File: config.mk
export PLATFORM = sky130hd
export DESIGN_NAME = stream2sync
export DESIGN_NICKNAME = d
export VERILOG_FILES = /design/src/rtl/stream2sync.sv
export SDC_FILE = /design/constraint.sdc
export NUM_CORES = 1
export LEC_CHECK = 0
export BUFFER_PORTS_ARGS = -buffer_cell sky130_fd_sc_hd__buf_2
export CELL_PAD_IN_SITES_DETAIL_PLACEMENT = 0
export CELL_PAD_IN_SITES_GLOBAL_PLACEMENT = 1
export CORE_ASPECT_RATIO = 0.7
export CORE_UTILIZATION = 35
export CTS_BUF_LIST = sky130_fd_sc_hd__clkbuf_4 sky130_fd_sc_hd__clkbuf_8 sky130_fd_sc_hd__clkbuf_16
export DETAILED_ROUTE_END_ITERATION = 10
export PLACE_DENSITY_LB_ADDON = 0.1
export SYNTH_ARGS = -nofsm -noshare
export SYNTH_HDL_FRONTEND = slang
export SYNTH_SLANG_ARGS = --single-unit
File: constraint.sdc
create_clock -name i_clk -period 20 [get_ports i_clk]
set_input_delay 4 -clock i_clk [delete_from_list [all_inputs] [get_ports i_clk]]
set_output_delay 4 -clock i_clk [all_outputs]
set_load 0.005 [all_outputs]
File: src/rtl/stream2sync.sv
// Rebuilds raw pixel + hsync/vsync timing from an AXI video stream.
// A programmable timing generator paces the stream; it never waits for it.
module stream2sync #(
  parameter bit          OPT_INVERT_HSYNC = 1'b0,
  parameter bit          OPT_INVERT_VSYNC = 1'b0,
  parameter bit          OPT_TUSER_IS_SOF = 1'b0,
  parameter int unsigned LGDIM            = 16
) (
  input  logic             i_clk,
  input  logic             i_reset_n,

  input  logic             S_AXIS_TVALID,
  output logic             S_AXIS_TREADY,
  input  logic [23:0]      S_AXIS_TDATA,
  input  logic             S_AXIS_TLAST,
  input  logic             S_AXIS_TUSER,

  input  logic [LGDIM-1:0] i_width,
  input  logic [LGDIM-1:0] i_hfront,
  input  logic [LGDIM-1:0] i_hsync,
  input  logic [LGDIM-1:0] i_raw_width,
  input  logic [LGDIM-1:0] i_height,
  input  logic [LGDIM-1:0] i_vfront,
  input  logic [LGDIM-1:0] i_vsync,
  input  logic [LGDIM-1:0] i_raw_height,

  output logic             o_pix_valid,
  output logic             o_hsync,
  output logic             o_vsync,
  output logic [23:0]      o_pixel,
  output logic             o_locked,
  output logic             o_underflow
);

  typedef enum logic [1:0] {StSync, StWait, StLocked} state_e;

  state_e           state_q;
  logic [LGDIM-1:0] hpos_q, vpos_q;
  logic [LGDIM-1:0] width_q, hfront_q, hsync_q, raw_width_q;
  logic [LGDIM-1:0] height_q, vfront_q, vsync_q, raw_height_q;

  logic [LGDIM-1:0] h_last, v_last;
  logic             line_end, frame_end;
  logic             active, hs, vs;
  logic             last_col, last_row, at_origin;
  logic             line_mark, frame_mark, line_exp, frame_exp;
  logic             beat, underflow, marker_err, lost, boundary;

  // A zero raw dimension behaves as one; >= lets a shrinking mode recover.
  always_comb begin
    h_last    = (raw_width_q == '0) ? '0 : raw_width_q - LGDIM'(1);
    v_last    = (raw_height_q == '0) ? '0 : raw_height_q - LGDIM'(1);
    line_end  = (hpos_q >= h_last);
    frame_end = line_end && (vpos_q >= v_last);
  end

  always_comb begin
    active    = (hpos_q < width_q) && (vpos_q < height_q);
    hs        = (hpos_q >= hfront_q) && (hpos_q < hsync_q);
    vs        = (vpos_q >= vfront_q) && (vpos_q < vsync_q);
    last_col  = (hpos_q == width_q - LGDIM'(1));
    last_row  = (vpos_q == height_q - LGDIM'(1));
    at_origin = (hpos_q == '0) && (vpos_q == '0);
  end

  // Marker roles swap between the two framing conventions.
  always_comb begin
    if (OPT_TUSER_IS_SOF) begin
      line_mark  = S_AXIS_TLAST;
      frame_mark = S_AXIS_TUSER;
      frame_exp  = at_origin;
      boundary   = S_AXIS_TVALID && S_AXIS_TUSER;
    end else begin
      line_mark  = S_AXIS_TUSER;
      frame_mark = S_AXIS_TLAST;
      frame_exp  = last_col && last_row;
      boundary   = S_AXIS_TVALID && S_AXIS_TLAST;
    end
    line_exp = last_col;
  end

  always_comb begin
    beat       = (state_q == StLocked) && active && S_AXIS_TVALID;
    underflow  = (state_q == StLocked) && active && !S_AXIS_TVALID;
    marker_err = beat && ((line_mark != line_exp) || (frame_mark != frame_exp));
    lost       = underflow || marker_err;
  end

  // In SOF mode the start-of-frame beat is held back so it can be shown at (0, 0).
  always_comb begin
    S_AXIS_TREADY = 1'b0;
    unique case (state_q)
      StSync:   S_AXIS_TREADY = OPT_TUSER_IS_SOF ? !(S_AXIS_TVALID && S_AXIS_TUSER) : 1'b1;
      StWait:   S_AXIS_TREADY = 1'b0;
      StLocked: S_AXIS_TREADY = active;
      default:  S_AXIS_TREADY = 1'b0;
    endcase
    if (!i_reset_n) begin
      S_AXIS_TREADY = 1'b0;
    end
  end

  always_ff @(posedge i_clk) begin
    if (!i_reset_n) begin
      state_q      <= StSync;
      hpos_q       <= '0;
      vpos_q       <= '0;
      width_q      <= i_width;
      hfront_q     <= i_hfront;
      hsync_q      <= i_hsync;
      raw_width_q  <= i_raw_width;
      height_q     <= i_height;
      vfront_q     <= i_vfront;
      vsync_q      <= i_vsync;
      raw_height_q <= i_raw_height;
      o_pix_valid  <= 1'b0;
      o_hsync      <= OPT_INVERT_HSYNC;
      o_vsync      <= OPT_INVERT_VSYNC;
      o_pixel      <= '0;
      o_locked     <= 1'b0;
      o_underflow  <= 1'b0;
    end else begin
      if (frame_end) begin
        hpos_q       <= '0;
        vpos_q       <= '0;
        width_q      <= i_width;
        hfront_q     <= i_hfront;
        hsync_q      <= i_hsync;
        raw_width_q  <= i_raw_width;
        height_q     <= i_height;
        vfront_q     <= i_vfront;
        vsync_q      <= i_vsync;
        raw_height_q <= i_raw_height;
      end else if (line_end) begin
        hpos_q <= '0;
        vpos_q <= vpos_q + LGDIM'(1);
      end else begin
        hpos_q <= hpos_q + LGDIM'(1);
      end

      o_pix_valid <= active;
      o_hsync     <= hs ^ OPT_INVERT_HSYNC;
      o_vsync     <= vs ^ OPT_INVERT_VSYNC;
      o_pixel     <= beat ? S_AXIS_TDATA : '0;
      o_underflow <= underflow;
      // Tracks the pixel now on o_pixel, so a failing beat already shows unlocked.
      o_locked    <= (state_q == StLocked) && !lost;

      // WAIT hands over on the wrap so the (0, 0) pixel is already accepted.
      unique case (state_q)
        StSync:   if (boundary)  state_q <= StWait;
        StWait:   if (frame_end) state_q <= StLocked;
        StLocked: if (lost)      state_q <= StSync;
        default:                 state_q <= StSync;
      endcase
    end
  end

endmodule
==> out/results.txt, run 1 <==
Summing all non-filler instances in the final layout gives an area of 0.0129 mm2. The max-slew violation count came out at 0. TritonCTS built the clock tree.

The worst voltage drop across the vdd grid is 0.0000415 V, and the final setup violation count is 0. The core region area was 0.0302 mm2; the share of the synthesized area in the top cell type was 35.5%. The tools report the synthesized area as 0.0108 mm2. The endpoint identified for the worst register-to-register timing path is height_q[13]. Power spread over the standard cell area amounts to 67.1 mW/mm2.

Setup repair after global routing left no endpoint under its margin. During synthesis, Yosys emitted a total of 0 warnings. The cell family contributing the most delay on the critical path is buffers and inverters.

By startpoint and endpoint, the worst setup path is classified as in2out. Port buffering added 186 buffers. Worst-margin pin slew: 0.891 ns.

From synthesis to final layout, the design area changed by 19.7%. The top cell types in the final layout, fill and taps aside, are 186 x sky130_fd_sc_hd__buf_2, 134 x sky130_fd_sc_hd__ha_1, 128 x sky130_fd_sc_hd__edfxtp_1. The worst clock skew is 0.0157 ns, and the number of top-level design ports is 187. The footprint of the flip-flops and latches was 0.00510 mm2. In the synthesized netlist the dominant register cell turns out to be sky130_fd_sc_hd__edfxtp_1. Yosys attributes the largest share of cell area to sky130_fd_sc_hd__edfxtp_1 36%, sky130_fd_sc_hd__ha_1 16%, sky130_fd_sc_hd__dfxtp_1 12%. Based on the critical path, the design can be clocked at up to 0.116 GHz. For this run, the share of the core covered by cells in the final layout is 42.9%.

The startpoint identified for the worst register-to-register timing path is raw_width_q[4]. The number of clock buffers added by TritonCTS is 17. The clock insertion delay at the later pin of the skew report is 0.46 ns. Once detailed placement completed, the half-perimeter wirelength came to 21000 um. The ratio of cells with drive above 1 in the final layout is 20.3%, and the number of cells in the finished layout apart from fillers is 1649. After detailed routing, the number of remaining DRC violations is 0.

After the first detailed-routing iteration, the DRC count stood at 345. The floorplan die area was 0.0316 mm2; the fraction of synthesis flops using an asynchronous set or reset pin was 0%. In the synthesized netlist, the number of instances is 1017. The number of detailed-route iterations in the first pass came out at 4.

In this run the vertical extent of the chip is 149 um. At the worst endpoint, the arrival time is 4.62 ns. The number of cells on the worst hold path is 1, and the synthesized net count is 1308.

The number of antenna-violating nets in the routed design was 0; the minimum period implied by the final worst setup slack was 8.62 ns. A synthesized cell averages 10.6 um2. The run gives 0.869 mW as the overall power after layout. Once placement finished, the instance area stood at 0.0123 mm2.

The initial utilization of the core area, before any placement, comes to 35.8%. The cell that appears most often on the critical path is sky130_fd_sc_hd__buf_2. On the critical path, the stage with the largest delay is an instance of sky130_fd_sc_hd__a21oi_1. At the end of the flow, the number of nets in the layout was 1512.

For this block, the routed nets add up to 26700 um of wire. The number of antenna violations at the first check in global routing was 7; the register clock-pin slew on the reported worst setup and hold paths was 0.07 ns. The tools report the slack of the critical path as 11.38 ns. Traced cell by cell, the critical path runs through buf_2, nand2b_1, a21oi_1, buf_2. The final global-route overflow total was 0.

The first global-routing pass estimated 41800 um of wire. Most frequent standard cell in the layout excluding fill and tap cells: sky130_fd_sc_hd__buf_2. The maximum number of pins on one net before global-route repair was 69. The startpoint identified for the worst hold timing path is state_q[1]. The type of element launching the critical path is an input pin. Post-route clock period utilization: 43.1%. For flop-to-flop paths, the worst setup slack is 14.27 ns.

After clock tree synthesis, the setup repair step added 0 buffers. After filler insertion, the fill cell instance count of the layout stands at 2923. Worst hold-check path type: reg2reg. The congestion estimate from routability-driven global placement came to 0.791. After floorplanning, the core was divided into 53 placement rows.

From left edge to right edge, the die measures 212 um. For the via count of the first global-routing pass, the log shows 7635. The number of hold violations in the final report is 0.

The highest net fanout along the worst path is 6, and the register bit count reported by yosys is 191. The synthesized design spends more area on one cell type than any other, namely sky130_fd_sc_hd__edfxtp_1. For the max-capacitance violation count, the log shows 0.

Delay of the slowest cell on the worst path: 0.19 ns. At the placement stage, the worst setup path has a slack of 11.37 ns. The deepest clock path buffer count was 2; the total vias in the final route was 7842.

The logs give 0 for the number of hold buffers added after CTS and 47.2% for the fraction of the yosys area taken by sequential cells. Across every metal layer, demand over resource in global routing totals 17.7%. The average via count per standard cell was 4.76.

The run finished with clean final reports. For the required time of the worst setup path, the log shows 16.00 ns. Number of H-tree branching levels: 4. The count of distinct cell types in the synthesized netlist came out at 58. The path depth of the worst reg2reg path came out at 17.

The terminating pin of the worst hold path was state_q[0]. Once placement completed, the tool counted placed cells totaling 1614. Together, buffers and inverters on the worst path number 2. The worst setup path is captured at a primary output. Measured against its own limit, the worst slew margin works out to 40.6%. The cell chosen for the clock root was sky130_fd_sc_hd__clkbuf_16.

The tools report the number of gates resized after cts as 0. For the area of the multi-input gates, the log shows 0.00526 mm2. In this run the static leakage power is 6.01 nW. Yosys mapped a number of flops with a built-in enable equal to 128. Dividing the detail-routed wire length by the instance count gives 16.2 um. For the final routed database, the setup TNS stands at 0 ns. The final worst hold slack was 0.498 ns.

Counting every sink on the clock net gives 191.
power by group:
| part | internal (mW) | switching [mW] | total, mW |
|---|---|---|---|
| sequential | 0.438 | 0.0114 | 0.450 |
| combinational | 0.0327 | 0.0357 | 0.0683 |
| clock | 0.182 | 0.169 | 0.351 |
| total | 0.653 | 0.216 | 0.869 |
routing by layer:
layer | vias to the layer above | GRT usage [%] | wire length, um
met2 | 154 | 23.8 | 10400
met5 | - | 0 | 37
met4 | 6 | 5.33 | 400
met1 | 3559 | 26.3 | 14300
li1 | 4093 | - | -
met3 | 30 | 5.68 | 1600
synthesized netlist by cell type, types with 26 or more instances:
| master | count |
|---|---|
| sky130_fd_sc_hd__o21ai_0 | 29 |
| sky130_fd_sc_hd__nor2_1 | 51 |
| sky130_fd_sc_hd__xnor2_1 | 44 |
| sky130_fd_sc_hd__xor2_1 | 34 |
| sky130_fd_sc_hd__inv_1 | 105 |
| sky130_fd_sc_hd__dfxtp_1 | 63 |
| sky130_fd_sc_hd__nor3_1 | 29 |
| sky130_fd_sc_hd__a21oi_1 | 46 |
| sky130_fd_sc_hd__a21o_1 | 36 |
| sky130_fd_sc_hd__ha_1 | 134 |
| sky130_fd_sc_hd__edfxtp_1 | 128 |
| sky130_fd_sc_hd__and2_1 | 27 |
| sky130_fd_sc_hd__nand2_1 | 60 |
| sky130_fd_sc_hd__nand3_1 | 26 |
kinds of logic (layout without fill, tap and decap cells):
group | after synthesis | in the layout | share of synthesized area (%)
fa+ha+maj | 134 | 134 | 15.5
mux | 4 | 4 | 0.382
flops | 191 | 191 | 47.2
other cells | 0 | 3 | 0
buf+inv | 124 | 341 | 4.37
compound gates | 171 | 171 | 10.4
simple gates | 315 | 315 | 15.9
xor+xnor | 78 | 78 | 6.32
flip-flops by register name (all words and copies together), names as in the netlist:
signal and flops:
o_pixel 24, height_q 16, hfront_q 16, hpos_q 16, hsync_q 16, raw_height_q 16
raw_width_q 16, vfront_q 16, vpos_q 16, vsync_q 16, width_q 16, state_q 2
o_hsync 1, o_locked 1, o_pix_valid 1, o_underflow 1, o_vsync 1
cell type report:
| class | instances | share of cell area [%] |
|---|---|---|
| clock inverter | 13 | 1.12 |
| tap | 412 | 3.98 |
| clock buffer | 19 | 3.45 |
| inverter | 105 | 3.04 |
| sequential | 191 | 39.4 |
| multi-input combinational | 702 | 40.7 |
| antenna | 3 | 0.0580 |
| timing repair buffer | 204 | 8.24 |
worst max path at each step:
stage | start | endpoint | slack [ns] | cells after the start
detailed placement | i_reset_n | S_AXIS_TREADY | 11.37 | 4
global placement | i_reset_n | S_AXIS_TREADY | 11.38 | 4
CTS | i_reset_n | S_AXIS_TREADY | 11.36 | 4
finish | i_reset_n | S_AXIS_TREADY | 11.38 | 4
global route | i_reset_n | S_AXIS_TREADY | 11.30 | 4
floorplan | i_reset_n | height_q[0] | 11.54 | 2
Note: power is estimated with default switching activity, not from simulation.
==> run 2, diff against run 1 <==
==> constraint.sdc (replaced) <==
create_clock -name i_clk -period 8.76 [get_ports i_clk]
set_input_delay 1.752 -clock i_clk [delete_from_list [all_inputs] [get_ports i_clk]]
set_output_delay 1.752 -clock i_clk [all_outputs]
set_load 0.005 [all_outputs]
==> run 2 against run 1 <==
Compared with the run above:
- setup slack worse by 8.2 ns
- cell area shrank 0.14%
- global-route usage down 0.23 points
- sequential power rose by 130%
- final cell count decreased by 0.18%
- via count rose by 0.11%
- register-to-register slack lost 11 ns
- routed wire length is 0.52% lower
- die area unchanged
- largest cell class unchanged
==> out/results.txt, run 2 (synthesis results as in run 1) <==
The flow ran to the end, and the final reports show no timing, DRC or antenna violations. Traced cell by cell, the critical path runs through or3_1, nor3_1, nand2b_1, nor3_1, nand4b_1, and2_1, ha_1, nand2b_1, a21o_1, a21o_1, a21oi_1, o21ai_0, a41oi_2, buf_4, o21ai_4, buf_4, buf_4. The run gives 1510 (-0.13%) as the layout net count. Nature of the critical path endpoint: a register.

The logs give 6.00 nW (-0.18%) for the static leakage power and 0 (unchanged) for the number of hold violations in the final report. The tools report the number of hold buffers added after CTS as 0 (unchanged). The cell with the largest stage delay on the worst path is sky130_fd_sc_hd__buf_4. The worst reg2reg path startpoint is raw_width_q[4]. The family with the most delay on the worst path was simple AND/OR/NAND/NOR gates.

The logs give 4 (unchanged) for the number of H-tree branching levels and 0 (unchanged) for the number of DRC violations after detailed routing. Global-route usage over all layers: 17.4% (-0.23 points). Number of top-level design ports: 187 (unchanged). The reg-to-reg critical path endpoint is raw_width_q[0]. The number of antenna-violating nets in the routed design was 0 (unchanged). The wire length of the first global-routing pass came out at 41800 um (about the same).

The number of cells on the worst hold path was 1 (unchanged); the x dimension of the die was 212 um (unchanged). Maximum number of pins on one net before global-route repair: 65 (-5.8%). The starting DRC count in detailed routing came out at 368 (+6.7%). The total vias in the final route came out at 7851 (+0.11%).

For the via count of the first global-routing pass, the log shows 7731 (+1.3%). From synthesis to final layout, the design area changed by 19.5%. The library cells used most frequently in the layout, excluding fill and tap cells, are 186 x sky130_fd_sc_hd__buf_2, 134 x sky130_fd_sc_hd__ha_1, 128 x sky130_fd_sc_hd__edfxtp_1. The run gives 53 (unchanged) as the floorplan row count. The routed wirelength normalized by instance count works out to 16.1 um (-0.34%). For the max-slew violation count, the log shows 0 (unchanged). The final setup violation count is 0 (unchanged), and the final weighted congestion in routability-driven placement is 0.777 (-1.7%). TritonCTS built the clock tree. For the clock sink total, the log shows 191 (unchanged). For the overall power after layout, the log shows 1.97 mW (+130%). For hold timing, the worst endpoint is state_q[0].

The worst-margin pin slew was 0.824 ns (-0.0676 ns); the number of antenna violations at the first check in global routing was 3 (-4). The average via count per standard cell was 4.77 (+0.30%). The number of flip-flops in the largest register came out at 24 (unchanged).

The floorplan die area was 0.0316 mm2 (unchanged). By startpoint and endpoint, the worst setup path is classified as reg2reg. The highest clock rate came out at 0.178 GHz. The logs give 0 (unchanged) for the number of gates resized after cts and 0.46 ns (about the same) for the clock insertion delay at the later pin of the skew report. The worst path in the final design needs a cycle of 5.61 ns, including I/O delays and setup. The tools report the utilization after layout as 42.8% (-0.058 points). The height of the chip came out at 149 um (unchanged). Among the stages of the critical path, the cell type that occurs most often is sky130_fd_sc_hd__buf_4. The register clock-pin slew on the reported worst setup and hold paths was 0.08 ns (about the same); the remaining max-slew budget at the tightest pin was 45.0% (+4.4 points). The run gives 0 ns (unchanged) as the final sum of negative setup slack.

The number of detailed-route iterations in the first pass is 5 (+1). The worst reg-to-reg setup slack is 3.15 ns (-11.12 ns), and the number of fillers in the final layout is 2978 (+1.9%). Setup repair after global routing left no endpoint under its margin. The logs give 0 (unchanged) for the number of setup buffers added after CTS and 0.0133 ns (-0.00243 ns) for the worst clock skew. The total length of routed wires is 26600 um (-0.52%). Ratio of cells with drive above 1 in the final layout: 20.2% (-0.048 points). The power density over the cells works out to 152 mW/mm2 (+130%). The detailed placement HPWL was 20700 um (-1.2%). The tightest min-delay check is of the reg2reg type.

The buffers plus inverters on the worst setup path came out at 3 (+1). The tools report the max-capacitance violation count as 0 (unchanged). The worst voltage drop across the vdd grid is 0.000107 V (+160%), and the required time of the worst setup path is 8.85 ns (-7.15 ns). The area of the multi-input gates is 0.00526 mm2 (unchanged), and the number of input and output port buffers inserted is 186 (unchanged).

The highest net fanout along the worst path is 64 (+58). For the effective utilization at floorplan, the log shows 35.8% (unchanged). Startpoint of the tightest hold check path: state_q[1]. The post-route clock period utilization works out to 64.0%.

Clock tree synthesis selected as its root buffer the cell sky130_fd_sc_hd__clkbuf_16. The footprint of the flip-flops and latches was 0.00510 mm2 (unchanged). The final worst hold slack was 0.478 ns (-0.0199 ns). The run gives 0.0302 mm2 (unchanged) as the core region area. The register with the most flip-flops in the final layout is o_pixel. The arrival time of the worst setup path is 5.69 ns (+1.07 ns). CTS buffer count: 17 (unchanged). The most frequent standard cell in the layout excluding fill and tap cells is sky130_fd_sc_hd__buf_2. The worst setup path is launched from a register. The deepest clock path buffer count was 2 (unchanged). The delay of the slowest cell on the worst path was 0.74 ns (+0.55 ns). The final global-route overflow total is 0 (unchanged), and the path depth of the worst reg2reg path is 17 (unchanged).
run 2: stage by stage:
| step | instances | setup slack [ns] | instance area (um2) |
|---|---|---|---|
| CTS | 1644 | 3.08 | 12900 |
| floorplan | 1017 | 1.11 | 10800 |
| detailed placement | 1612 | 3.11 | 12300 |
| global placement | 1612 | 3.21 | 12300 |
| global route | 1644 | 2.68 | 12900 |
| finish | 1646 | 3.15 | 12900 |
run 2: area by class of cell:
type                       instances  share of cell area, %
antenna                            2                 0.0387
clock buffer                      20                   3.65
clock inverter                    12                  0.929
inverter                         105                   3.05
multi-input combinational        702                   40.7
sequential                       191                   39.5
tap                              412                   3.99
timing repair buffer             202                   8.13
run 2: power by group:
part,total [mW],internal (mW),switching [mW]
Combinational,0.154,0.0741,0.0795
Clock,0.783,0.404,0.379
Sequential,1.03,1.00,0.0278
run 2: worst max-delay path by stage:
stage | start | end | slack (ns) | cells after the start
floorplan | raw_width_q[4] | height_q[0] | 1.11 | 16
global placement | raw_width_q[4] | raw_width_q[4] | 3.21 | 17
detailed placement | raw_width_q[4] | raw_width_q[9] | 3.11 | 17
CTS | raw_width_q[4] | raw_width_q[9] | 3.08 | 17
global route | raw_width_q[4] | raw_width_q[13] | 2.68 | 17
finish | raw_width_q[4] | raw_width_q[0] | 3.15 | 17
run 2: routing by layer:
layer / part of all wire [%] / global-route usage (%) / wire length [um] / up-vias
met5: 0.12 / 0 / 31 / -
met4: 0.53 / 3.91 / 141 / 4
met3: 5.6 / 5.05 / 1500 / 13
met2: 40 / 24.4 / 10600 / 152
met1: 54 / 26.1 / 14300 / 3582
li1: - / - / - / 4100
